[src/rtl/fa_pipe_pkg.sv]
// Shared constants and types for the bit-serial-carry pipelined adder/subtractor.
package fa_pipe_pkg;
  localparam logic MODE_ADD = 1'b0;
  localparam logic MODE_SUB = 1'b1;

  typedef struct packed {
    logic v;
    logic sub;
    logic c;
  } slot_t;

  function automatic int lat(input int width, input int stg);
    return width * stg + 1;
  endfunction
endpackage

[src/rtl/fa_bit_slice.sv]
// One registered full-adder slice. The carry is captured per slot and forced to 0
// on invalid slots, so a bubble never hands a stale carry to the next word.
module fa_bit_slice #(
  parameter int STG = 1
) (
  input  logic gclk,
  input  logic grst_n,
  input  logic v_i,
  input  logic a_i,
  input  logic b_i,
  input  logic c_i,
  output logic v_o,
  output logic s_o,
  output logic c_o
);
  logic [STG-1:0] v_q, s_q, c_q;

  always_ff @(posedge gclk) begin
    if (!grst_n) begin
      v_q <= '0;
      s_q <= '0;
      c_q <= '0;
    end else begin
      v_q[0] <= v_i;
      s_q[0] <= v_i & (a_i ^ b_i ^ c_i);
      c_q[0] <= v_i & ((a_i & b_i) | (c_i & (a_i ^ b_i)));
      // STG=2 adds a retiming register behind the adder
      for (int k = 1; k < STG; k++) begin
        v_q[k] <= v_q[k-1];
        s_q[k] <= s_q[k-1];
        c_q[k] <= c_q[k-1];
      end
    end
  end

  assign v_o = v_q[STG-1];
  assign s_o = s_q[STG-1];
  assign c_o = c_q[STG-1];
endmodule

[src/rtl/fa_pipe_n.sv]
// WIDTH-bit adder/subtractor with a clocked ripple carry: operands are skewed in,
// each bit slice resolves STG clocks after its neighbour, and the sum is deskewed out.
module fa_pipe_n
  import fa_pipe_pkg::*;
#(
  parameter int WIDTH = 8,
  parameter int STG   = 1
) (
  input  logic             TI,
  input  logic             RNI,
  input  logic             VI,
  input  logic [WIDTH-1:0] AI,
  input  logic [WIDTH-1:0] BI,
  input  logic             CI,
  input  logic             SUBI,
  output logic             VO,
  output logic [WIDTH-1:0] SO,
  output logic             CO,
  output logic             OVO
);
  slot_t            in_slot;
  logic             cin;
  logic [WIDTH-1:0] bx;
  logic [WIDTH-1:0] a_sk, b_sk, s_raw, s_al, v_c, c_c;
  logic [STG-1:0]   msb_ci_dl;

  assign in_slot = '{v: VI, sub: SUBI, c: CI};
  assign cin     = (in_slot.sub == MODE_SUB) ? ~in_slot.c : in_slot.c;
  assign bx      = (in_slot.sub == MODE_SUB) ? ~BI : BI;

  genvar i;
  generate
    for (i = 0; i < WIDTH; i++) begin : g_bit
      localparam int DI = i * STG;
      localparam int DO = (WIDTH - 1 - i) * STG;
      logic v_in, c_in;

      if (DI == 0) begin : g_nsk
        assign a_sk[i] = AI[i];
        assign b_sk[i] = bx[i];
      end else begin : g_sk
        logic [DI-1:0] a_dl, b_dl;
        always_ff @(posedge TI) begin
          if (!RNI) begin
            a_dl <= '0;
            b_dl <= '0;
          end else begin
            a_dl[0] <= AI[i];
            b_dl[0] <= bx[i];
            for (int k = 1; k < DI; k++) begin
              a_dl[k] <= a_dl[k-1];
              b_dl[k] <= b_dl[k-1];
            end
          end
        end
        assign a_sk[i] = a_dl[DI-1];
        assign b_sk[i] = b_dl[DI-1];
      end

      // bit 0 carries the word's valid and carry-in; higher bits chain off their neighbour
      if (i == 0) begin : g_head
        assign v_in = in_slot.v;
        assign c_in = cin;
      end else begin : g_chain
        assign v_in = v_c[i-1];
        assign c_in = c_c[i-1];
      end

      fa_bit_slice #(.STG(STG)) u_slice (
        .gclk   (TI),
        .grst_n (RNI),
        .v_i    (v_in),
        .a_i    (a_sk[i]),
        .b_i    (b_sk[i]),
        .c_i    (c_in),
        .v_o    (v_c[i]),
        .s_o    (s_raw[i]),
        .c_o    (c_c[i])
      );

      if (DO == 0) begin : g_ndsk
        assign s_al[i] = s_raw[i];
      end else begin : g_dsk
        logic [DO-1:0] s_dl;
        always_ff @(posedge TI) begin
          if (!RNI) begin
            s_dl <= '0;
          end else begin
            s_dl[0] <= s_raw[i];
            for (int k = 1; k < DO; k++) s_dl[k] <= s_dl[k-1];
          end
        end
        assign s_al[i] = s_dl[DO-1];
      end
    end
  endgenerate

  // carry into the MSB, retimed to line up with the MSB slice result
  always_ff @(posedge TI) begin
    if (!RNI) begin
      msb_ci_dl <= '0;
    end else begin
      msb_ci_dl[0] <= c_c[WIDTH-2];
      for (int k = 1; k < STG; k++) msb_ci_dl[k] <= msb_ci_dl[k-1];
    end
  end

  always_ff @(posedge TI) begin
    if (!RNI) begin
      VO  <= 1'b0;
      SO  <= '0;
      CO  <= 1'b0;
      OVO <= 1'b0;
    end else begin
      VO <= v_c[WIDTH-1];
      if (v_c[WIDTH-1]) begin
        SO  <= s_al;
        CO  <= c_c[WIDTH-1];
        OVO <= c_c[WIDTH-1] ^ msb_ci_dl[STG-1];
      end
    end
  end
endmodule

[config.mk]
export PLATFORM = sky130hd
export DESIGN_NAME = fa_pipe_n
export DESIGN_NICKNAME = d
export VERILOG_FILES = /design/src/rtl/fa_pipe_pkg.sv /design/src/rtl/fa_bit_slice.sv /design/src/rtl/fa_pipe_n.sv
export SDC_FILE = /design/constraint.sdc
export NUM_CORES = 1
export LEC_CHECK = 0
export ABC_CLOCK_PERIOD_IN_PS = 2940
export BUFFER_PORTS_ARGS = -buffer_cell sky130_fd_sc_hd__buf_2
export CORE_MARGIN = 2
export CORE_UTILIZATION = 61
export DETAILED_ROUTE_END_ITERATION = 10
export PLACE_DENSITY_LB_ADDON = 0.2
export SETUP_SLACK_MARGIN = 0.3
export SLEW_MARGIN = 10
export SYNTH_ARGS = -nofsm -noshare
export SYNTH_HDL_FRONTEND = slang
export SYNTH_SLANG_ARGS = --single-unit
[constraint.sdc]
create_clock -name TI -period 2.94 [get_ports TI]
set_input_delay 0.588 -clock TI [delete_from_list [all_inputs] [get_ports TI]]
set_output_delay 0.588 -clock TI [all_outputs]
set_load 0.01 [all_outputs]
==> summary.md, run 1 <==
| Metric | Value |
|---|---|
| Outcome | completed |
| Pint | 3162 µW |
| CTS Root Buffer Type | clkbuf_8 |
| Final period utilization | 53.31% |
| Setup TNS | 0 ns |
| Pre-antenna DRT Iters | 4 |
| Crit-path slowest cell | dfxtp_1 |
| CP Class | flip-flop to output port |
| Worst R2R End | SO[1]$_SDFFE_PN0P_ |
| Drt total wl | approximately 4.2 mm |
| Hold worst-path end | g_bit[5].g_sk.a_dl[0]$_SDFF_PN0_ |
| RSZ-0062 raised after global routing | false |
| Register area share after synthesis | approximately two thirds |
| Std-Cell Rows | 27 |
| Reg2reg start | g_bit[7].u_slice.v_o$_SDFF_PN0_ |
| DR vias | roughly 1800 |
| Post-route ant nets | 0 |
| Slowest cell delay on critical path | about 0.34 ns |
| Worst path depth | 1 |
| Clock Tree Buf Depth | 2 |
| Leading cell types in the layout, fill and taps excluded | dfxtp_1, and2_1, buf_2 |
| Register-to-Register Path Depth | 2 |
| Cell family with most CP delay | flip-flops |
| CP Launch Type | flip-flop |
| Max VDD drop | between 0.0004 and 0.0005 V |
| WP data arrival | between 0.9 and 1 ns |
| YS warnings | 0 |
| Combinational Power Share | 1.8% |
| Max Cap Viol | 0 |
| N_diodes | 0 |
| Avg Inst Size Synth | about 13 µm² |
| Tot GR Track Use | 15.74% |
| I/O pin count | 32 |
| Yosys cell types | 16 |
| Max frequency | 0.6380 GHz |
| Final setup viols | 0 |
| CTS tree | yes |
| Vias in the first global route | approximately 1800 |
| Layout Nets | between 300 and 400 |
| #FFs+latches synth | between 100 and 150 |
| Setup Skew | around 0.0070 ns |
| WHS Path Cells | 2 |
| Sequential Power Share | between 40% and 50% |
| First-pass GRT wire length | roughly 7.1 mm |
| Sink Count | 120 |
| Worst path bufs/invs | 1 |
| Met3 usage | about a tenth |
| DRT iter0 DRCs | 75 |
| Routed len/inst | between 10 and 15 µm |
| Worst Tran Pin Value | 0.7589 ns |
| Sw Ratio | around 18% |
| Skew-Pair Late Insertion Delay | 0.50 ns |
| Die Ht | 80.74 µm |
| Synth Net Count | ~310 |
| Worst setup EP type | output port |
| NetSw | 712.4 µW |
| Mapped Cells | roughly 280 |
| Leakage dissipation | between 0.0015 and 0.002 µW |
| P&R area growth vs syn | 22.22% |
| Worst min-delay path class | input port to flip-flop |
| CP Cell Sequence | buf_2 |
| Worst Path Required | 2.35 ns |
| Initial Util | 64.06% |
| GP Congestion | around 0.65 |
| GRT Max-Usage Layer | met2 |
| DRC viols | 0 |
| Core area | around 5600 µm² |
| Clk slew on worst S/H paths | 0.06 ns |
| Die area | 6519 µm² |
| Met1 Usage GRT | around an eighth |
| CTS Buf Count | 17 |
| Period minus WS final | roughly 1.6 ns |
| Start point of the worst hold path | AI[5] |
| Layout cells sized above 1 | between 10% and 20% |
| Pwr per Cell Area | between 800 and 900 nW/µm² |
| Die Wd | approximately 81 µm |
| Max FO, Critical Path | 2 |
| Final hold vios | 0 |
| Grt ovf | 0 |
| Grt met2 use | between 20% and 30% |
| Post-CTS setup buffers | 0 |
| Hold-fix buffers at CTS | 0 |
| Port bufs | 31 |
| Max-slew violation count | 0 |
| Largest net degree at the start of global routing | around 120 |
| Relative slew slack | approximately 49% |
| Cell Area, Synth | approximately 3600 µm² |
| H-Tree Depth | 4 |
| Overall Power | ~3900 µW |
| WHS | ~0.29 ns |
| CTS resizes | 0 |
| Most common cell after layout, fill and taps aside | dfxtp_1 |
| Setup slack, reg-to-reg | between 1.5 and 2 ns |
| Clock group share of total power | a little under three fifths |
| Initial antenna violation count | 0 |
| Vias per cell | about 4.5 |
## worst max path at each step
stage                                 from                               to  slack, ns
final                     OVO$_SDFFE_PN0P_                              OVO       1.37
after global routing      OVO$_SDFFE_PN0P_                              OVO       1.31
after CTS                 OVO$_SDFFE_PN0P_                              OVO       1.33
after detailed placement              SUBI  g_bit[0].u_slice.s_o$_SDFF_PN0_       1.18
after global placement                SUBI  g_bit[0].u_slice.s_o$_SDFF_PN0_       1.20
after floorplan                       SUBI  g_bit[0].u_slice.s_o$_SDFF_PN0_       1.30
## stage by stage
stage / instance area [µm²] / instances / util [%] / setup WS (ns)
3_5_place_dp: 3752 / 372 / 66.91 / 1.181
3_3_place_gp: 3752 / 372 / 66.91 / 1.199
2_1_floorplan: 3592 / 283 / - / 1.303
4_1_cts: 4390 / 404 / 78.29 / 1.333
5_1_grt: 4390 / 404 / 78.29 / 1.307
6_report: 4390 / 404 / 78.29 / 1.373
## routing by layer
layer	vias to the layer above	routed length, µm
met4	0	91
met2	44	2138
met3	12	244
met1	824	1704
li1	946	-
met5	-	0
## synthesized netlist by cell type
library cell	number	area [µm²]
nor2b_1	9	56.30
clkbuf_4	1	7.510
o21ai_2	1	8.760
a21oi_1	1	5.000
and3_1	16	100.1
clkbuf_2	8	40.04
fa_1	8	160.2
xnor2_1	1	8.760
dfxtp_1	120	2402
buf_6	2	22.52
and2_1	93	581.8
buf_4	1	7.510
buf_2	3	15.01
mux2i_1	9	90.09
and2_2	1	7.510
xor2_1	9	78.83
## cell type report
class | count | area, µm²
Clock inverter | 11 | 168.9
Clock buffer | 21 | 469.2
Timing Repair Buffer | 32 | 162.7
Fill cell | 349 | 1217
Sequential cell | 120 | 2402
Multi-Input combinational cell | 148 | 1097
Tap cell | 72 | 90.09
## kinds of logic after synthesis
logic type | count (synthesis) | share of synthesized area [%]
AOI/OAI and AO/OA | 2 | 0.3831
xor gates and xnor gates | 10 | 2.438
adders and majority gates | 8 | 4.458
buffers and inverters | 15 | 2.578
DFF | 120 | 66.88
muxes | 9 | 2.508
and+or+nand+nor | 119 | 20.76
## flip-flops by register name, summed over array words and instances (netlist names)
| name | flops |
|---|---|
| g_bit.g_dsk.s_dl | 28 |
| g_bit.g_sk.a_dl | 28 |
| g_bit.g_sk.b_dl | 28 |
| SO | 8 |
| g_bit.u_slice.c_o | 8 |
| g_bit.u_slice.s_o | 8 |
| g_bit.u_slice.v_o | 8 |
| CO | 1 |
| OVO | 1 |
| VO | 1 |
| msb_ci_dl | 1 |
## power by group through the flow
stage	Combinational [µW]	Clock, µW	Sequential [µW]
2_1_floorplan	56.5	0	1700
3_3_place_gp	71.2	0	1710
3_5_place_dp	72.3	0	1710
4_1_cts	72.8	2170	1670
5_1_grt	84.3	2250	1680
6_report	70.7	2130	1670
(Power assumes the default switching activity.)
==> run 2: changes to the inputs <==
- ABC_CLOCK_PERIOD_IN_PS: 2940 -> 1350
- CORE_UTILIZATION: 61 -> 51
- clock period: 2.94 -> 1.35 ns (I/O delays scaled with it)
==> run 2 against run 1 <==
Net effect: clock skew increased by 0.0018 ns; first-iteration DRC count decreased by 9.3%; critical path depth unchanged; hold slack got worse by 0.20 ns; sequential share of layout area decreased by 2.2 points; sequential power increased by 120%; cell count increased by 9.2%; largest power group unchanged.
==> summary.md, run 2 (synthesis results as in run 1) <==
| Metric | Value |
|---|---|
| Setup TNS | 0 ns |
| Cell Area, Placed | around 3800 µm² |
| Leading cell types in the layout, fill and taps excluded | dfxtp_1, and2_1, buf_2 |
| Tot GR Track Use | 12.03% |
| Max VDD drop | around 0.0010 V |
| Std-Cell Rows | 30 |
| Register-to-Register Path Depth | 2 |
| DRT iter0 DRCs | 68 |
| Outcome | completed |
| P&R area growth vs syn | 28.56% |
| Setup slack, reg-to-reg | 0.32 ns |
| WHS Path Cells | 3 |
| CTS Buf Count | 17 |
| Max layer used | met4 |
| Post-detail-place hpwl | around 2.2 mm |
| GP Congestion | 0.6356 |
| Filler instances | between 400 and 500 |
| RSZ-0062 raised after global routing | true |
| Combinational Power Share | ~2.3% |
| Max Cap Viol | 0 |
| Final Instance Area | 4618 µm² |
| Layout cells sized above 1 | 26.09% |
| Skew-Pair Late Insertion Delay | 0.49 ns |
| N_diodes | 0 |
| Clock group share of total power | 53.4% |
| Slowest cell delay on critical path | roughly 0.32 ns |
| Vias per cell | 4.161 |
| Final period utilization | 88.36% |
| Wl on met1 | around 1.6 mm |
| WP data arrival | about 0.9 ns |
| Initial Util | a little over half |
| Most common cell after layout, fill and taps aside | dfxtp_1 |
| Die area | 7731 µm² |
| Worst setup EP type | output port |
| DRC viols | 0 |
| Max-slew violation count | 0 |
| Sequential Power Share | 44.3% |
| Die Wd | just under 90 µm |
| NetSw | between 1000 and 1500 µW |
| Clock Tree Buf Depth | 2 |
| Core Util, Final | 67.97% |
| Sink Count | 120 |
| Pwr per Cell Area | ~1800 nW/µm² |
| Met2 Wirelength | between 2 and 2.5 mm |
| Final setup viols | 0 |
| CTS tree | yes |
| Crit-path slowest cell | dfxtp_2 |
| DR vias | around 1800 |
| Max FO, Critical Path | 2 |
| Port bufs | 31 |
| First-pass GRT wire length | between 6 and 7 mm |
| CP Cell Sequence | buf_6 |
| Worst Tran Pin Value | about 0.38 ns |
| Multi-input logic area | 1105 µm² |
| Worst path bufs/invs | 1 |
| Relative slew slack | around three quarters |
| Worst R2R End | g_bit[5].u_slice.s_o$_SDFF_PN0_ |
| CTS Root Buffer Type | clkbuf_8 |
| CP Launch Type | flip-flop |
| Clk slew on worst S/H paths | around 0.05 ns |
| Layout Nets | roughly 360 |
| Period minus WS final | 1.193 ns |
| FF/Latch Area | about 2400 µm² |
| Leakage dissipation | 0.002024 µW |
| Grt ovf | 0 |
| Drt total wl | about 3.9 mm |
| Core area | between 6000 and 7000 µm² |
| Pre-antenna DRT Iters | 3 |
| Largest registers | g_bit.g_dsk.s_dl x28, g_bit.g_sk.a_dl x28, g_bit.g_sk.b_dl x28 |
| H-Tree Depth | 4 |
| I/O pin count | 32 |
| Worst min-delay path class | input port to flip-flop |
| Post-route ant nets | 0 |
| Pint | between 6000 and 7000 µW |
| Worst Path Required | between 1 and 1.5 ns |
| Hold worst-path end | g_bit[3].g_sk.b_dl[0]$_SDFF_PN0_ |
| Start point of the worst hold path | BI[3] |
| Met3 WL | approximately 200 µm |
| Die Ht | slightly below 90 µm |
| Max frequency | 0.8383 GHz |
| Setup Skew | roughly 0.0088 ns |
| Reg2reg start | g_bit[5].g_sk.a_dl[4]$_SDFF_PN0_ |
| Cell family with most CP delay | flip-flops |
| Initial antenna violation count | 0 |
| Routed len/inst | 8.844 µm |
| Sw Ratio | 17.83% |
| Vias in the first global route | 1697 |
| CP Class | flip-flop to output port |
| Largest net degree at the start of global routing | 62 |
| Final hold vios | 0 |
run 2: changes by cell type in the layout (fill, tap and decap cells not counted), moves of 2 or more:
cell           previous run  this run
buf_4                     1         6
dlygate4sd3_1             0         8
dfxtp_1                 120       101
dfxtp_2                   0        19
buf_2                    31        21
clkinv_2                  2         4
buf_6                     0        10
clkinvlp_4                4         1
run 2: routing by layer:
layer  vias up  GRT usage (%)
met1       812          10.07
met4         0          10.07
met2        42          20.52
met3         6          6.503
li1        975              -
met5         -              0
run 2: power groups by stage:
stage | Combinational, µW | Clock [µW] | Sequential (µW)
2_1_floorplan | 128 | 0 | 3710
3_3_place_gp | 168 | 0 | 3710
3_5_place_dp | 175 | 0 | 3720
4_1_cts | 192 | 4520 | 3640
5_1_grt | 215 | 4690 | 3650
6_report | 187 | 4400 | 3650
run 2: layout make-up:
class	instances	area share [%]
sequential	120	52.53
multi-input combinational	148	23.92
clock buffer	23	10.54
tap	96	2.601
clock inverter	8	2.547
timing repair buffer	46	7.857
run 2: repair_timing:
item,in CTS,in global routing
hold endpoints to repair,8,0
buffers inserted,2,0
pin swaps,3,4
hold buffers,8,0
gates resized for setup,23,6
endpoints found under the setup margin,14,16
run 2: worst max path at each step:
stage | endpoint | depth (start not counted) | from
6_report | OVO | 1 | OVO$_SDFFE_PN0P_
5_1_grt | OVO | 1 | OVO$_SDFFE_PN0P_
4_1_cts | SO[3] | 1 | SO[3]$_SDFFE_PN0P_
3_5_place_dp | g_bit[0].u_slice.s_o$_SDFF_PN0_ | 4 | SUBI
3_3_place_gp | g_bit[0].u_slice.s_o$_SDFF_PN0_ | 4 | SUBI
2_1_floorplan | g_bit[0].u_slice.s_o$_SDFF_PN0_ | 4 | SUBI
run 2: metrics by stage:
stage               total power, µW  instances  setup slack (ns)  hold slack (ns)
floorplan                      3840        283            0.1347           0.3917
global placement               3881        400           0.08944           0.4078
detailed placement             3891        400           0.03783           0.4168
CTS                            8358        441            0.1245          0.06663
global route                   8554        441            0.1004          0.07019
finish                         8227        441            0.1571          0.09162
==> run 3: changes to the inputs <==
- ABC_AREA: default -> 1
- CORE_UTILIZATION: 51 -> 52
==> run 3 against run 2 <==
Net effect: maximum frequency shrank 0.33%; total power shrank 1.1%; register-to-register slack is essentially flat.
==> summary.md, run 3 <==
| Metric | Value |
|---|---|
| CTS tree | yes |
| WP data arrival | roughly 0.93 ns |
| FFs w/ async S/R, synth | 0% |
| Final setup viols | 0 |
| DRT iter0 DRCs | 75 |
| Multi-input logic area | between 700 and 800 µm² |
| Grt ovf | 0 |
| Relative slew slack | just under 80% |
| Max FO, Critical Path | 2 |
| Outcome | completed |
| FF/Latch Area | about 2400 µm² |
| Worst Tran Pin Value | between 0.3 and 0.4 ns |
| Pwr per Cell Area | roughly 1700 nW/µm² |
| Synth Net Count | roughly 430 |
| Slowest cell delay on critical path | between 0.3 and 0.4 ns |
| Clk slew on worst S/H paths | 0.05 ns |
| H-Tree Depth | 4 |
| First-pass GRT wire length | about 8.1 mm |
| RSZ-0062 raised after global routing | true |
| Post-route ant nets | 0 |
| Pre-antenna DRT Iters | 4 |
| Post-detail-place hpwl | 2.826 mm |
| Layout Nets | ~480 |
| N_diodes | 0 |
| Final Instance Area | approximately 4700 µm² |
| Avg Inst Size Synth | just over 9 µm² |
| Yosys cell types | 14 |
| Cell Area, Synth | roughly 3700 µm² |
| Routed len/inst | ~8.6 µm |
| Dominant cells by area after synthesis | dfxtp_1, inv_1, nand2_1 |
| Core area | just under 7000 µm² |
| Final period utilization | between 80% and 90% |
| Leading cell types in the layout, fill and taps excluded | inv_1, dfxtp_1, nand2_1 |
| Worst setup EP type | output port |
| Initial Util | between 50% and 60% |
| Crit-path slowest cell | dfxtp_2 |
| CTS Root Buffer Type | clkbuf_8 |
| Leakage dissipation | around 0.0027 µW |
| CP Cell Sequence | buf_6 |
| Vias in the first global route | between 2000 and 2500 |
| CP Class | flip-flop to output port |
| Worst Path Required | between 1 and 1.5 ns |
| GP Congestion | 0.6948 |
| Post-synth top area cell | dfxtp_1 |
| Max frequency | 0.8355 GHz |
| Final hold vios | 0 |
| Sink Count | 120 |
| Top-count cell post-synth | dfxtp_1 |
| #FFs+latches synth | 120 |
| Top FF cell, synth | dfxtp_1 |
| Skew-Pair Late Insertion Delay | a little under 0.5 ns |
| Drt total wl | slightly below 5 mm |
| EDFF count, synth | 0 |
| Cell Area, Placed | 3926 µm² |
| DR vias | around 2300 |
| Filler instances | between 500 and 600 |
| CP Launch Type | flip-flop |
| Overall Power | 8134 µW |
| DRC viols | 0 |
| Die Wd | about 88 µm |
| Max-slew violation count | 0 |
| Clock Tree Buf Depth | 2 |
| Core Util, Final | approximately 69% |
| Max Cap Viol | 0 |
| Setup TNS | 0 ns |
| Setup Skew | 0.005629 ns |
| I/O pin count | 32 |
| Die area | 7806 µm² |
| Register area share after synthesis | 64.93% |
| Initial antenna violation count | 0 |
| Worst min-delay path class | input port to flip-flop |
| Vias per cell | between 4 and 5 |
| P&R area growth vs syn | 27.39% |
| Synth top cells by count | dfxtp_1, inv_1, nand2_1 |
| Most common cell after layout, fill and taps aside | inv_1 |
| Std-Cell Rows | 30 |
| Share of the synthesized area in the top cell type | 64.93% |
| Placed insts | a little over 500 |
| Layout cells sized above 1 | about a fifth |
| Port bufs | 31 |
| Tot GR Track Use | about 14% |
| Fin cells | between 500 and 600 |
| CTS Buf Count | 17 |
| Mapped Cells | 400 |
| YS warnings | 0 |
| Largest registers | g_bit.g_dsk.s_dl x28, g_bit.g_sk.a_dl x28, g_bit.g_sk.b_dl x28 |
| Largest net degree at the start of global routing | between 60 and 70 |
| Worst path bufs/invs | 1 |
| Max VDD drop | around 0.00094 V |
| Period minus WS final | 1.197 ns |
| Die Ht | 88.35 µm |
| Cell family with most CP delay | flip-flops |
## run 3: area by class of cell
cell class	count	area share (%)
clock buffer	24	10.41
clock inverter	8	1.964
inverter	108	8.601
multi-input combinational	159	16.83
sequential	120	51.47
tap	96	2.548
timing repair buffer	48	8.176
## run 3: path summary, 6_finish.rpt
| kind | cells past startpoint | startpoint | to | slack (ns) |
|---|---|---|---|---|
| worst max-delay path | 1 | CO$_SDFFE_PN0P_ | CO | 0.15 |
| worst min-delay path | 3 | BI[4] | g_bit[4].g_sk.b_dl[0]$_SDFF_PN0_ | 0.03 |
| worst max register to register | 3 | g_bit[2].u_slice.c_o$_SDFF_PN0_ | g_bit[3].u_slice.s_o$_SDFF_PN0_ | 0.31 |
| worst min register to register | 2 | g_bit[5].g_sk.b_dl[3]$_SDFF_PN0_ | g_bit[5].g_sk.b_dl[4]$_SDFF_PN0_ | 0.41 |
## run 3: cells by family (layout without fill, tap and decap cells)
family	count (synthesis)	in the layout	synth area share, %
compound gates	10	10	1.353
simple gates	132	132	13.43
flops	120	120	64.93
buf+inv	121	188	13.83
xor+xnor	9	9	2.131
fa+ha+maj	8	8	4.329
## run 3: layer usage
| layer | part of all wire, % | track usage, % |
|---|---|---|
| met1 | 42 | 13.02 |
| met3 | 4.5 | 6.437 |
| met4 | 1.4 | 8.678 |
| met2 | 52 | 25.91 |
| met5 | 0 | 0 |
## run 3: what timing repair did
action	4_1_cts	5_1_grt
hold buffers	11	0
pin swaps	4	8
buffers inserted	1	0
endpoints found under the setup margin	13	19
gates resized for setup	23	6
endpoints found under the hold margin	11	0
## run 3: metrics by stage
| stage | hold slack [ns] | setup slack (ns) |
|---|---|---|
| after floorplan | 0.3676 | 0.1489 |
| after global placement | 0.3915 | 0.1034 |
| after detailed placement | 0.3955 | 0.07117 |
| after CTS | 0.006147 | 0.1268 |
| after global routing | 0.006240 | 0.1105 |
| final | 0.02748 | 0.1532 |
## run 3: power breakdown
group | switching, µW | total (µW) | internal [µW]
clock | 1410 | 4260 | 2850
combinational | 117 | 226 | 108
sequential | 22.2 | 3650 | 3630
total | 1550 | 8130 | 6590
